`src/rtl/mem_access_sequencer_pkg.sv`:
```
// Shared definitions for the memory access sequencer: bus width and FSM state encoding.
// StError is only reachable when MEM_TIMEOUT_EN is defined.
package mem_access_sequencer_pkg;

  localparam int unsigned WordSize = 16;

  typedef enum logic [2:0] {
    StIdle   = 3'd0,
    StFetch  = 3'd1,
    StExec   = 3'd2,
    StRead   = 3'd3,
    StWrite  = 3'd4,
    StCommit = 3'd5,
    StError  = 3'd6
  } state_e;

  // States in which the sequencer owns the bus and waits for the memory.
  function automatic logic is_wait_state(state_e s);
    return (s == StFetch) || (s == StRead) || (s == StWrite);
  endfunction

endpackage

```
`src/rtl/mem_access_sequencer_if.sv`:
```
// Shared memory port between the sequencer (master) and the memory (slave).
interface mem_access_sequencer_if #(
  parameter int unsigned WORD_SIZE = 16
);
  logic                 readM;
  logic                 writeM;
  logic [WORD_SIZE-1:0] address;
  logic [WORD_SIZE-1:0] data_out;
  logic                 data_oe;
  logic [WORD_SIZE-1:0] data_in;
  logic                 inputReady;
  logic                 ackOutput;

  modport master (
    output readM, writeM, address, data_out, data_oe,
    input  data_in, inputReady, ackOutput
  );

  modport slave (
    input  readM, writeM, address, data_out, data_oe,
    output data_in, inputReady, ackOutput
  );
endinterface

```
`src/rtl/mem_wait_timer.sv`:
```
// Wait-cycle counter for the sequencer; flags expiry on the TIMEOUT_CYCLES-th waiting cycle.
// Only built when MEM_TIMEOUT_EN is defined.
`ifdef MEM_TIMEOUT_EN
module mem_wait_timer #(
  parameter int unsigned TIMEOUT_CYCLES = 255
) (
  input  logic clk,
  input  logic reset,
  input  logic clear,
  input  logic tick,
  output logic expired
);
  localparam int unsigned CntW = $clog2(TIMEOUT_CYCLES + 1);

  logic [CntW-1:0] count_q, count_d;

  always_comb begin
    count_d = count_q;
    if (clear) begin
      count_d = '0;
    end else if (tick) begin
      count_d = count_q + 1'b1;
    end
  end

  // Fires during the waiting cycle that brings the count up to TIMEOUT_CYCLES.
  assign expired = tick && (count_q == CntW'(TIMEOUT_CYCLES - 1));

  always_ff @(posedge clk) begin
    if (reset) begin
      count_q <= '0;
    end else begin
      count_q <= count_d;
    end
  end
endmodule
`endif

```
`src/rtl/mem_access_sequencer.sv`:
```
// Moore FSM sequencing the CPU's shared memory port: fetch, optional load/store, commit.
// Define MEM_TIMEOUT_EN to add a wait timeout that parks the FSM in StError until reset.
module mem_access_sequencer
  import mem_access_sequencer_pkg::*;
#(
  parameter int unsigned WORD_SIZE      = WordSize,
  parameter int unsigned TIMEOUT_CYCLES = 255
) (
  input  logic                   clk,
  input  logic                   reset,
  input  logic                   run,
  input  logic [WORD_SIZE-1:0]   pc,
  input  logic                   mem_read,
  input  logic                   mem_write,
  input  logic [WORD_SIZE-1:0]   data_addr,
  input  logic [WORD_SIZE-1:0]   wdata,
  output logic [WORD_SIZE-1:0]   inst,
  output logic                   inst_valid,
  output logic [WORD_SIZE-1:0]   rdata,
  output logic                   commit,
  output logic                   err,
  mem_access_sequencer_if.master bus
);

  state_e               state_q, state_d;
  logic [WORD_SIZE-1:0] inst_q, inst_d;
  logic [WORD_SIZE-1:0] rdata_q, rdata_d;
  logic                 inst_valid_q, inst_valid_d;
  logic                 err_q, err_d;
  logic                 timeout;

`ifdef MEM_TIMEOUT_EN
  logic waiting;
  logic ready;

  assign waiting = is_wait_state(state_q);
  assign ready   = (state_q == StWrite) ? bus.ackOutput : bus.inputReady;

  // Holding clear outside the wait states zeroes the count on every entry.
  mem_wait_timer #(
    .TIMEOUT_CYCLES(TIMEOUT_CYCLES)
  ) u_wait_timer (
    .clk    (clk),
    .reset  (reset),
    .clear  (~waiting),
    .tick   (waiting & ~ready),
    .expired(timeout)
  );
`else
  logic unused_timeout_cfg;
  assign unused_timeout_cfg = ^TIMEOUT_CYCLES;
  assign timeout            = 1'b0;
`endif

  always_comb begin
    state_d      = state_q;
    inst_d       = inst_q;
    rdata_d      = rdata_q;
    inst_valid_d = inst_valid_q;
    err_d        = err_q;
    unique case (state_q)
      StIdle: begin
        if (run) state_d = StFetch;
      end
      StFetch: begin
        if (bus.inputReady) begin
          inst_d       = bus.data_in;
          inst_valid_d = 1'b1;
          state_d      = StExec;
        end else if (timeout) begin
          err_d   = 1'b1;
          state_d = StError;
        end
      end
      StExec: begin
        if (mem_write) begin
          // A store that also claims to be a load is a decode fault; the store wins.
          if (mem_read) err_d = 1'b1;
          state_d = StWrite;
        end else if (mem_read) begin
          state_d = StRead;
        end else begin
          state_d = StCommit;
        end
      end
      StRead: begin
        if (bus.inputReady) begin
          rdata_d = bus.data_in;
          state_d = StCommit;
        end else if (timeout) begin
          err_d   = 1'b1;
          state_d = StError;
        end
      end
      StWrite: begin
        if (bus.ackOutput) begin
          state_d = StCommit;
        end else if (timeout) begin
          err_d   = 1'b1;
          state_d = StError;
        end
      end
      StCommit: begin
        inst_valid_d = 1'b0;
        state_d      = run ? StFetch : StIdle;
      end
      StError: begin
        err_d = 1'b1;
      end
      default: begin
        state_d = StIdle;
      end
    endcase
  end

  always_ff @(posedge clk) begin
    if (reset) begin
      state_q      <= StIdle;
      inst_q       <= '0;
      rdata_q      <= '0;
      inst_valid_q <= 1'b0;
      err_q        <= 1'b0;
    end else begin
      state_q      <= state_d;
      inst_q       <= inst_d;
      rdata_q      <= rdata_d;
      inst_valid_q <= inst_valid_d;
      err_q        <= err_d;
    end
  end

  // Bus outputs depend only on the registered state (and the CPU's held operands).
  logic                 read_req;
  logic                 write_req;
  logic [WORD_SIZE-1:0] addr_mux;

  always_comb begin
    read_req  = 1'b0;
    write_req = 1'b0;
    addr_mux  = '0;
    unique case (state_q)
      StFetch: begin
        read_req = 1'b1;
        addr_mux = pc;
      end
      StRead: begin
        read_req = 1'b1;
        addr_mux = data_addr;
      end
      StWrite: begin
        write_req = 1'b1;
        addr_mux  = data_addr;
      end
      default: ;
    endcase
  end

  assign bus.readM    = read_req;
  assign bus.writeM   = write_req;
  assign bus.data_oe  = write_req;
  assign bus.address  = addr_mux;
  assign bus.data_out = write_req ? wdata : '0;

  assign inst       = inst_q;
  assign inst_valid = inst_valid_q;
  assign rdata      = rdata_q;
  assign err        = err_q;
  assign commit     = (state_q == StCommit);

endmodule

```
`src/flat_wrapper.sv`:
```
// flat-port wrapper written by rule: the top's interface ports become plain ports
module mem_access_sequencer_flat import mem_access_sequencer_pkg::*;
#(
  parameter int unsigned WORD_SIZE      = WordSize,
  parameter int unsigned TIMEOUT_CYCLES = 255
)
  (clk, reset, run, pc, mem_read, mem_write, data_addr, wdata, inst, inst_valid, rdata, commit, err, bus_readM, bus_writeM, bus_address, bus_data_out, bus_data_oe, bus_data_in, bus_inputReady, bus_ackOutput);
  mem_access_sequencer_if #(.WORD_SIZE(WORD_SIZE)) bus_i ();
  input  logic clk;
  input  logic reset;
  input  logic run;
  input  logic [WORD_SIZE-1:0] pc;
  input  logic mem_read;
  input  logic mem_write;
  input  logic [WORD_SIZE-1:0] data_addr;
  input  logic [WORD_SIZE-1:0] wdata;
  output logic [WORD_SIZE-1:0] inst;
  output logic inst_valid;
  output logic [WORD_SIZE-1:0] rdata;
  output logic commit;
  output logic err;
  output wire logic [$bits(bus_i.readM)-1:0] bus_readM;
  output wire logic [$bits(bus_i.writeM)-1:0] bus_writeM;
  output wire logic [$bits(bus_i.address)-1:0] bus_address;
  output wire logic [$bits(bus_i.data_out)-1:0] bus_data_out;
  output wire logic [$bits(bus_i.data_oe)-1:0] bus_data_oe;
  input wire logic [$bits(bus_i.data_in)-1:0] bus_data_in;
  input wire logic [$bits(bus_i.inputReady)-1:0] bus_inputReady;
  input wire logic [$bits(bus_i.ackOutput)-1:0] bus_ackOutput;
  assign bus_readM = bus_i.readM;
  assign bus_writeM = bus_i.writeM;
  assign bus_address = bus_i.address;
  assign bus_data_out = bus_i.data_out;
  assign bus_data_oe = bus_i.data_oe;
  assign bus_i.data_in = bus_data_in;
  assign bus_i.inputReady = bus_inputReady;
  assign bus_i.ackOutput = bus_ackOutput;
  mem_access_sequencer #(.WORD_SIZE(WORD_SIZE), .TIMEOUT_CYCLES(TIMEOUT_CYCLES)) u_core (.clk(clk), .reset(reset), .run(run), .pc(pc), .mem_read(mem_read), .mem_write(mem_write), .data_addr(data_addr), .wdata(wdata), .inst(inst), .inst_valid(inst_valid), .rdata(rdata), .commit(commit), .err(err), .bus(bus_i));
endmodule
```
`config.mk`:
```
export PLATFORM = sky130hd
export DESIGN_NAME = mem_access_sequencer_flat
export DESIGN_NICKNAME = d
export VERILOG_FILES = /design/src/rtl/mem_access_sequencer_pkg.sv /design/src/rtl/mem_access_sequencer_if.sv /design/src/rtl/mem_wait_timer.sv /design/src/rtl/mem_access_sequencer.sv /design/src/flat_wrapper.sv
export SDC_FILE = /design/constraint.sdc
export NUM_CORES = 1
export LEC_CHECK = 0
export CAP_MARGIN = 40
export CORE_MARGIN = 1.5
export CORE_UTILIZATION = 30
export CTS_CLUSTER_SIZE = 10
export DETAILED_ROUTE_END_ITERATION = 16
export PLACE_DENSITY = 0.72
export SKIP_CTS_REPAIR_TIMING = 1
export SYNTH_ARGS = -nofsm -noshare
export SYNTH_HDL_FRONTEND = slang
export SYNTH_HIERARCHICAL = 1
export SYNTH_SLANG_ARGS = --single-unit
```
`constraint.sdc`:
```
create_clock -name clk -period 1.83 [get_ports clk]
set_input_delay 0.366 -clock clk [delete_from_list [all_inputs] [get_ports clk]]
set_output_delay 0.366 -clock clk [all_outputs]
set_load 0.01 [all_outputs]
```
==> results of run 1 <==
[synthesized netlist by cell type, drive strengths merged]
library cell,instances
a21o,1
a21oi,39
a22oi,16
a31oi,1
and2,18
and2b,2
buf,16
clkbuf,5
dfxtp,37
mux2i,1
nand2,84
nand2b,3
nand3,1
nor2,5
nor2b,6
nor3,2
o21ai,18
xor2,1
[power by group]
part	switching (mW)	internal (mW)	leakage, nW	total (mW)
clock network	0.260	0.299	0.0443	0.559
logic	0.327	0.427	1.34	0.753
registers	0.0288	0.844	0.301	0.873
total	0.616	1.57	1.69	2.19
[worst paths after layout]
| kind | from | to | slack [ns] | cells past startpoint |
|---|---|---|---|---|
| max reg2reg | u_core/state_q[0] | u_core/inst[9] | 0.51 | 6 |
| min | u_core/rdata[6] | u_core/rdata[6] | 0.45 | 2 |
| max | u_core/state_q[2] | bus_address[5] | -0.04 | 7 |
| min reg2reg | u_core/rdata[6] | u_core/rdata[6] | 0.45 | 2 |
[state kept, by name (all words and copies together), names as in the netlist]
signal / count
u_core/err: 1
u_core/state_q: 3
u_core/inst_valid: 1
u_core/inst: 16
u_core/rdata: 16
[metal layers]
layer,global-route usage,part of all wire,vias up
met4,0.0356,0.0026,0
met2,0.302,0.46,94
met1,0.194,0.40,1043
met5,0,0,-
met3,0.0824,0.14,2
li1,-,-,1155
[final cells by class]
class / instances / area, um^2
repair buffers: 165 / 1620
clock buffers: 7 / 86.3
fillers: 557 / 2360
well taps: 75 / 93.8
multi-input cells: 200 / 1090
flip-flops and latches: 37 / 747
[critical path: stages, from the launching register on]
cell	delay [ns]
dfxtp_4	0.35
nor2b_4	0.14
buf_6	0.12
buf_6	0.13
buf_4	0.13
a22oi_2	0.16
o21ai_1	0.07
buf_2	0.14
[metrics by stage]
stage / instance area, um^2 / utilization / total power [mW]
after detailed placement: 3440 / 0.574 / 1.65
after global placement: 3440 / 0.574 / 1.64
final: 3630 / 0.606 / 2.19
after CTS: 3520 / 0.588 / 2.22
after floorplan: 1890 / - / 1.21
after global routing: 3630 / 0.606 / 2.31
[cells by family after synthesis]
kind of cell,Yosys count,share of synthesized area
flip-flops,37,0.392
XOR/XNOR,1,0.00464
AND/OR/NAND/NOR,121,0.301
multiplexers,1,0.00530
AO/OA/AOI/OAI,75,0.222
buffers and inverters,21,0.0755
==> run metrics, run 1 <==
outcome=complete, but fails checks; failing checks=setup timing; routed len/inst=~13 um; DRT iter0 DRCs=a little over 70; Die Wd=~82 um; Core ar.=about 6000 um^2; layout cells sized above 1=0.176; Worst Tran Pin Value=approximately 0.21 ns; Pre-antenna DRT Iters=4; DRC errors left=0; placed cells=~470; setup TNS=-0.0444 ns; min Tclk post-route=~1.9 ns; Clk Latency, worst-skew pair=around 0.28 ns; commonest non-fill, non-tap cells in the layout=clkdlybuf4s50_1, nand2_1, a21oi_1; largest net degree at the start of global routing=37; hold_ws=between 0.4 and 0.5 ns; Non-Filler Instances=~480; RSZ-0062 raised after global routing=yes; synth unique cells=28; worst setup margin=-0.0444 ns; Area contributors post-synth=dfxtp_1, nand2_1, a21oi_1; Worst Hold Class=reg2reg; WL final=roughly 6500 um; Synth Register Bits=37; IO buf count=140; Worst VDD drop=0.574 mV; mapped cell area=around 1900 um^2; via count=approximately 2.3k; H-tree depth=2; Fin. Hold Viols=0; HPWL after DPL=4740 um; CP Max Fanout=8; row count=28; total routing usage reported by global routing=0.174; max_cap viols=0; Die Ht=around 82 um; root buf cell=clkbuf_8; Fin Clk Skew=0.00313 ns; sequential fraction of the synthesis area=0.392; WP data required=~1.5 ns; Initial Util=0.315; final period utilization=1.02; syn nets=about 330; Worst Path Arrival=about 1.5 ns; post-place setup slack=-0.214 ns; Vias/cell=4.74; initial antenna violation count=0; Total Nets Final=between 400 and 500; Antenna Cells=0; clock tree buffer depth=2; die area=6780 um^2; RePlAce Congestion=between 0.8 and 0.9; clk slew on worst S/H paths=~0.07 ns; WS Path Type=reg2out; CTS tree=built; vias in the first global route=a little under 2k; clk sinks=37; Synth Instances=256; grt total ovfl=0; cell accounting for the most synthesized area=dfxtp_1; Setup Viol. Count Final=1; first-pass GRT wire length=between 9000 and 10000 um; most common cell after layout, fill and taps aside=clkdlybuf4s50_1; Layout area overhead=92.2%; Syn. warnings=6; # IOs=between 100 and 150; Max Clk Rate=534 MHz; Max Transition Viols Final=0; post-synthesis area per instance=7.38 um^2; PD cells=approximately 600 nW/um^2; Lkg Pwr=~1.7 nW; Max-slew headroom=0.856; Setup crit start kind=flip-flop; Synth top area share=0.392; Num CTS Buffers=5; post-route ant nets=0; crit end category=primary output
No activity file was read; power rests on OpenSTA's default activity.
==> inputs of run 2 (changes only) <==
GPL_ROUTABILITY_DRIVEN = 1   (was unset)
==> results of run 2 <==
Final layout, timing and power as in run 1 (identical DEF).
==> inputs of run 3 (changes only) <==
CORE_UTILIZATION = 31   (was 30)
PLACE_DENSITY = 0.77   (was 0.72)
clock period = 1.58 ns   (was 1.83 ns; I/O delays follow)
==> run 3 against run 2 <==
  * The run still ends with setup timing left
  * Combinational power is 20% higher
  * Highest routed layer unchanged
  * Total power is 17% higher
  * Sequential power is 16% higher
  * Sequential share of layout area is 0.062 points higher
  * Die area is 3.1% lower
  * Via count is 2.4% higher
  * Design area hardly changed
  * Clock-buffer cell count stayed put
  * Largest power group unchanged
==> run metrics, run 3 (same netlist as run 1, synthesis figures left out) <==
hold endpoint=u_core/rdata[10]; clk sinks=37 (unchanged); routed len/inst=13.4 um (-0.32%); max_cap viols=0 (unchanged); Worst Tran Pin Value=0.210 ns (-0.00352 ns); Vias/cell=4.81 (+1.5%); FF-to-FF path depth=6 (unchanged); RePlAce Congestion=0.779 (-5.0%); vias in the first global route=1987 (+1.9%); Setup Viol. Count Final=29 (+28); clk slew on worst S/H paths=0.07 ns (about the same); Lkg Pwr=1.47 nW (-13%); Max-slew headroom=0.858 (+0.00237); most common cell after layout, fill and taps aside=clkdlybuf4s50_1; outcome=complete, but fails checks; WP data required=1.26 ns (-0.20 ns); crit end category=primary output; CP Launch Point=u_core/state_q[0]; Worst R2R Start=u_core/state_q[2]; row count=28 (unchanged); Pre-antenna DRT Iters=4 (unchanged); PD cells=704 nW/um^2 (+17%); IO buf count=140 (unchanged); Num CTS Buffers=5 (unchanged); HPWL after DPL=4680 um (-1.2%); Total Nets Final=484 (+0.83%); Worst VDD drop=0.535 mV (-6.7%); WL final=6560 um (+0.51%); CP Max Fanout=14 (+6); fillers=525 (-5.7%); placed cells=470 (-0.21%); via count=2348 (+2.4%); Initial Util=0.321 (+0.00563); commonest non-fill, non-tap cells in the layout=clkdlybuf4s50_1, nand2_1, a21oi_1; Die Wd=81.1 um (-1.6%); Util after Layout=0.617 (+0.0110); DRT iter0 DRCs=51 (-28%); r2r endpoint=u_core/rdata[15]; min-delay src=u_core/rdata[10]; Fin. Hold Viols=0 (unchanged); setup slack, reg-to-reg=0.26 ns (-0.25 ns); hold_ws=0.454 ns (+0.00129 ns); Die Ht=81.1 um (-1.6%); final period utilization=1.12; post-place setup slack=-0.366 ns (-0.153 ns); Worst Hold Depth=2 (unchanged); RSZ-0062 raised after global routing=yes; worst setup margin=-0.190 ns (-0.146 ns); grt total ovfl=0 (unchanged); largest net degree at the start of global routing=20 (-46%); Setup crit start kind=flip-flop; Final Cell Area=3630 um^2 (about the same); min Tclk post-route=~1.8 ns; Max Clk Rate=565 MHz; CTS tree=built; Non-Filler Instances=488 (+0.83%); Max Transition Viols Final=0 (unchanged); total routing usage reported by global routing=0.180 (+0.00588); failing checks=setup timing; root buf cell=clkbuf_8; Worst Hold Class=reg2reg; DRC errors left=0 (unchanged); Worst Path Arrival=1.45 ns (-0.06 ns); Clk Latency, worst-skew pair=0.28 ns (about the same); placed cell areas=3420 um^2 (-0.58%); die area=6570 um^2 (-3.1%); # IOs=141 (unchanged); WS Path Type=reg2out; layout cells sized above 1=0.259 (+0.0830); Fin Clk Skew=0.00307 ns (-0.0000589 ns); Antenna Cells=0 (unchanged); initial antenna violation count=0 (unchanged); post-route ant nets=0 (unchanged); Core ar.=5890 um^2 (-1.8%); clock tree buffer depth=2 (unchanged); first-pass GRT wire length=9350 um (+2.5%); H-tree depth=2 (unchanged); Layout area overhead=92.3% (about the same)
==> run 3: cell count changes in the layout (fill, tap and decap cells not counted), moves of 2 or more <==
cell,delta
and2_4,+14
buf_6,+18
a22oi_1,+10
nand2_1,-10
buf_2,+4
and2_1,-14
a22oi_2,-10
o21ai_0,-2
nand2_2,+9
dlymetal6s2s_1,-17
==> run 3: area by class of cell <==
cell class,count,area [um^2],share of cell area
Timing Repair Buffer,169,1600,0.440
Sequential cell,37,749,0.206
Multi-Input combinational cell,200,1100,0.304
Tap cell,75,93.8,0.0258
Clock buffer,7,86.3,0.0238
==> run 3: how the worst max path moves through the flow <==
stage	end	cells past startpoint	slack, ns
3_5_place_dp	bus_address[1]	4	-0.37
2_1_floorplan	bus_address[15]	6	0.06
5_1_grt	bus_address[1]	8	-0.27
4_1_cts	bus_address[1]	7	-0.63
3_3_place_gp	bus_address[10]	4	-0.37
6_report	bus_address[14]	6	-0.19
==> run 3: metrics by stage <==
stage                     TNS, ns  total power, mW
after floorplan                 0             1.40
after global placement      -8.39             1.88
after detailed placement    -9.45             1.89
after CTS                  -19.73             2.54
after global routing        -5.79             2.70
final                       -3.53             2.56
==> run 3: power by group <==
group,switching [mW],internal (mW),leakage (nW)
logic,0.385,0.521,1.12
clock network,0.296,0.346,0.0443
registers,0.0317,0.979,0.301
total,0.712,1.85,1.47
==> run 3: per-layer routing <==
metal  up-vias  track usage  part of all wire
met1      1087        0.199              0.38
met5         -            0                 0
met2        95        0.315              0.50
met3         4       0.0831              0.12
li1       1162            -                 -
met4         0       0.0397            0.0041
==> run 3: worst max-delay path: stages, from the launching register on <==
cell	delay (ns)
dfxtp_4	0.38
nor2b_1	0.16
buf_6	0.17
buf_4	0.14
a22oi_1	0.07
o21ai_2	0.11
buf_2	0.14
